$ cat src/rtl/result_conditioning.sv
// Conditions raw mul/div datapath magnitudes into architectural results behind a
// valid/ready output register; RESULT_SKID_BUFFER_EN adds a one-entry skid buffer.
module result_conditioning #(
  parameter int PAR          = 32,
  parameter int OPCODE_WIDTH = 3
) (
  input  logic                    clk,
  input  logic                    rst_n,
  input  logic                    inValid,
  output logic                    inReady,
  input  logic [OPCODE_WIDTH-1:0] opCode,
  input  logic [PAR-1:0]          rawHi,
  input  logic [PAR-1:0]          rawLo,
  input  logic                    negResult,
  input  logic                    negRem,
  input  logic                    divByZero,
  input  logic [PAR-1:0]          dividendIn,
  output logic [PAR-1:0]          resultOut,
  output logic                    divZeroOut,
  output logic                    outValid,
  input  logic                    outReady
);

  // Handshake: a word moves on an interface at a rising edge where valid && ready;
  // valid never depends on ready, and an offered word is held until it moves.

  logic [2:0]       op;
  logic [2*PAR-1:0] prodMag;
  logic [2*PAR-1:0] prodSigned;
  logic [PAR-1:0]   quotient;
  logic [PAR-1:0]   remainder;
  logic [PAR-1:0]   condResult;
  logic             condDz;
  logic             accept;

  assign op = opCode[2:0];

  // Negate the full double word so the borrow ripples from low into high.
  assign prodMag    = {rawHi, rawLo};
  assign prodSigned = negResult ? -prodMag : prodMag;

  assign quotient  = divByZero ? {PAR{1'b1}} : (negResult ? -rawLo : rawLo);
  assign remainder = divByZero ? dividendIn  : (negRem    ? -rawHi : rawHi);

  always_comb begin
    condResult = remainder;
    case (op)
      3'b000:                 condResult = prodSigned[PAR-1:0];
      3'b001, 3'b010, 3'b011: condResult = prodSigned[2*PAR-1:PAR];
      3'b100, 3'b101:         condResult = quotient;
      default:                condResult = remainder;
    endcase
  end

  assign condDz = op[2] & divByZero;
  assign accept = inValid && inReady;

`ifdef RESULT_SKID_BUFFER_EN
  logic [PAR-1:0] skidResult;
  logic           skidDz;
  logic           skidValid;
  logic           outFree;
  logic           skidValidNext;

  assign outFree       = !outValid || outReady;
  // A stalled output keeps whatever sits in the skid slot, plus any new accept.
  assign skidValidNext = !outFree && (skidValid || accept);

  always_ff @(posedge clk or negedge rst_n) begin
    if (!rst_n) begin
      outValid   <= 1'b0;
      resultOut  <= '0;
      divZeroOut <= 1'b0;
      skidValid  <= 1'b0;
      skidResult <= '0;
      skidDz     <= 1'b0;
      inReady    <= 1'b1;
    end else begin
      if (outFree) begin
        if (skidValid) begin
          outValid   <= 1'b1;
          resultOut  <= skidResult;
          divZeroOut <= skidDz;
        end else if (accept) begin
          outValid   <= 1'b1;
          resultOut  <= condResult;
          divZeroOut <= condDz;
        end else begin
          outValid   <= 1'b0;
        end
      end else if (accept) begin
        skidResult <= condResult;
        skidDz     <= condDz;
      end
      skidValid <= skidValidNext;
      inReady   <= !skidValidNext;
    end
  end
`else
  assign inReady = !outValid || outReady;

  always_ff @(posedge clk or negedge rst_n) begin
    if (!rst_n) begin
      outValid   <= 1'b0;
      resultOut  <= '0;
      divZeroOut <= 1'b0;
    end else if (accept) begin
      outValid   <= 1'b1;
      resultOut  <= condResult;
      divZeroOut <= condDz;
    end else if (outReady) begin
      outValid   <= 1'b0;
    end
  end
`endif

endmodule

$ cat config.mk
export PLATFORM = sky130hd
export DESIGN_NAME = result_conditioning
export DESIGN_NICKNAME = d
export VERILOG_FILES = /design/src/rtl/result_conditioning.sv
export SDC_FILE = /design/constraint.sdc
export NUM_CORES = 1
export LEC_CHECK = 0
export CORE_MARGIN = 5
export CORE_UTILIZATION = 30
export CTS_CLUSTER_SIZE = 28
export DETAILED_ROUTE_END_ITERATION = 12
export DONT_BUFFER_PORTS = 1
export PLACE_DENSITY = 0.53
export SLEW_MARGIN = 25
export SYNTH_ARGS = -nofsm -noshare
export SYNTH_HDL_FRONTEND = slang
export SYNTH_SLANG_ARGS = --single-unit
$ cat constraint.sdc
create_clock -name clk -period 2.1 [get_ports clk]
set_input_delay 0.21 -clock clk [delete_from_list [all_inputs] [get_ports clk]]
set_output_delay 0.21 -clock clk [all_outputs]
set_load 0.1 [all_outputs]
==> out/results.txt <==
clock root buffer = clkbuf_16
commonest non-fill, non-tap cell in the layout = buf_4
final net count = 817
first-pass GRT wire length = 32300 µm
Peak Freq = 436 MHz
largest net degree at the start of global routing = 61
non-filler cells, final = 893
Fin. Hold Viols = 0
H-Tree Depth = 2
sequential share of power = 22.4%
CP Cell Sequence = or4_4 > or4_4 > or3_4 > o31ai_4 > xor2_1 > a221o_1 > a31oi_1
ANT nets after route = 0
Layout area overhead = 42.1%
Synth async-reset ratio = 100%
Die H = 131 µm
critical path arrival = 2510 ps
skew final = 12.8 ps
setup TNS = -1520 ps
CTS Buf Count = 5
Final Core Density = 43.4%
CP startpoint = rawLo[10]
cell mode on critical path = or4_4
worst skew pair latency = 290 ps
GRT overflow = 0
Combinational Power Share = 52.7%
routability cong. = 0.970
Initial Utilization = 30.5%
Yosys warning total = 0
Slew headroom = 51.0%
Post-DP HPWL = 16400 µm
CTS Buffer Depth = 2
IO Count = 141
ys flop type = dfrtp_1
slowest stage delay, CP = 540 ps
endpoints failing setup = 20
post-synthesis sequential area ratio = 19.2%
Synth Area per Inst = 7.15 µm²
EDFF count, synth = 0
initial DRC count = 421
failing checks = setup timing
Cell Area, Placed = 5560 µm²
placed instance count = 870
Max Cap Viol = 0
critical path fanouts, max = 3
initial antenna violation count = 0
drt wl/cell = 24.1 µm
Crit-path slowest cell = or4_4
Post-Route WL = 21500 µm
fin crit period = 2290 ps
Final Hold Slack = 21.0 ps
Cell Area, Synth = 4420 µm²
final std cell area, no fill = 6290 µm²
Pwr Density = 578 nW/µm²
Sink Count = 34
RSZ-0062 raised after global routing = yes
Tightest Hold Check Type = in -> reg
worst reg-to-reg path cell count = 7
WP data required = 2310 ps
critical path class = in -> reg
FP Rows = 44
post-route clock period utilization = 109%
Leak = 2.34 nW
Pint = 1.88 mW
CTS tree = yes
fraction of layout cells with a size suffix above 1 = 33.4%
DRC violations left = 0
core box area = 14500 µm²
Mapped Nets = 727
worst r2r src = outValid
power share of the clock group = 24.9%
I/O Buffers = 0
Worst R2R Setup Slack = 280 ps
slew of the pin with the lowest slew margin = 735 ps
Ant. Diodes = 0
Setup crit end kind = register
switching part of the total power = 48.4%
Setup crit end = resultOut[28]
vias per inst = 5.99
vias in the first global route = 5295
reg2reg end = resultOut[25]
die footprint = 17300 µm²
Critical Path Start Type = input port
Final Max Slew Viols = 0
most frequent cells in the layout = 119 x buf_4, 63 x nor2_1, 54 x nand2_1, 38 x xor2_1, 38 x o21ai_0
Reg clk slew, reported paths = 70 ps
vias = 5345
post-synth cell types = 64
Syn Inst Count = 619
VDD IR-drop max = 0.301 mV
worst hold path startpoint = inValid
Tot GR Track Use = 23.4%
Sw Pwr = 1.76 mW
#FFs+latches synth = 34
status = complete, but fails checks
die width = 131 µm
final setup margin = -194 ps
Pre-Repair DR Iteration Count = 5
-- stage by stage --
stage / setup WS [ps] / total power, mW
6_report: -194 / 3.63
5_1_grt: -212 / 3.76
4_1_cts: -156 / 3.62
3_5_place_dp: -622 / 2.67
2_1_floorplan: -471 / 2.27
3_3_place_gp: -613 / 2.66
-- sequential cells by signal, indices dropped and copies added (netlist names) --
name        cells
resultOut      32
divZeroOut      1
outValid        1
-- Yosys cell counts (8+ instances only) --
library cell	instances	area, µm²
nor2_1	67	251
nand2_1	55	206
o21ai_0	54	270
clkbuf_1	47	176
a21oi_1	42	210
xor2_1	40	350
dfrtp_1	34	851
xnor2_1	30	263
o31ai_1	17	128
nand3_1	16	80.1
nor3_1	16	80.1
or3_1	15	93.8
a221oi_1	13	114
a31oi_1	11	68.8
or4_1	10	75.1
inv_1	9	33.8
mux2i_1	9	90.1
nand2b_1	8	50.1
nand4_1	8	50.1
o21ai_1	8	40.0
-- power by group through the flow --
| stage | combinational (mW) | clock, mW | sequential [mW] |
|---|---|---|---|
| finish | 1.92 | 0.904 | 0.815 |
| global route | 2.00 | 0.932 | 0.829 |
| CTS | 1.88 | 0.919 | 0.817 |
| detailed placement | 1.84 | 0 | 0.828 |
| global placement | 1.84 | 0 | 0.828 |
| floorplan | 0.572 | 0 | 1.69 |
-- metal layers --
| layer | track usage (%) | up-vias | part of all wire (%) | routed length (µm) |
|---|---|---|---|---|
| li1 | - | 2481 | - | - |
| met1 | 31.8 | 2611 | 43 | 9280 |
| met2 | 37.1 | 226 | 46 | 9880 |
| met3 | 6.08 | 27 | 8.7 | 1880 |
| met4 | 5.83 | 0 | 2.3 | 496 |
| met5 | 0 | - | 0 | 0 |
-- cell type report --
class                           count  area (µm²)
Tap cell                          184         230
Sequential cell                    34         852
Inverter                            9        58.8
Timing Repair Buffer              134        1110
Multi-Input combinational cell    525        3870
Clock inverter                      1        30.0
Fill cell                        1446        8190
Clock buffer                        6         139
-- repair_timing --
item,CTS,global route
pin swaps,16,24
endpoints found under the hold margin,34,0
setup buffers,7,6
hold buffers,2,0
setup endpoints to repair,28,29
gates cloned,1,0
gates resized for setup,33,57
-- how the worst min path moves through the flow --
stage,to,slack (ps),depth (start not counted)
2_1_floorplan,divZeroOut,-90,0
3_3_place_gp,resultOut[31],-80,0
3_5_place_dp,resultOut[31],-80,0
4_1_cts,outValid,20,1
6_report,outValid,20,1
5_1_grt,outValid,40,1
-- logic make-up (layout without fill, tap and decap cells) --
family | Yosys count | count (layout) | share of synthesized area [%]
XOR/XNOR | 70 | 70 | 13.9
multiplexers | 10 | 10 | 2.29
flip-flops | 34 | 34 | 19.2
adder cells (fa/ha/maj) | 2 | 2 | 0.566
AO/OA/AOI/OAI | 203 | 203 | 30.7
AND/OR/NAND/NOR | 240 | 240 | 28.2
buffers and inverters | 60 | 150 | 5.12
-- critical path: cells and delay by family --
kind            cells  cell delay (ps)
simple gates        3             1480
compound gates      3              720
xor+xnor            1              100
Note: power is estimated with default switching activity, not from simulation.
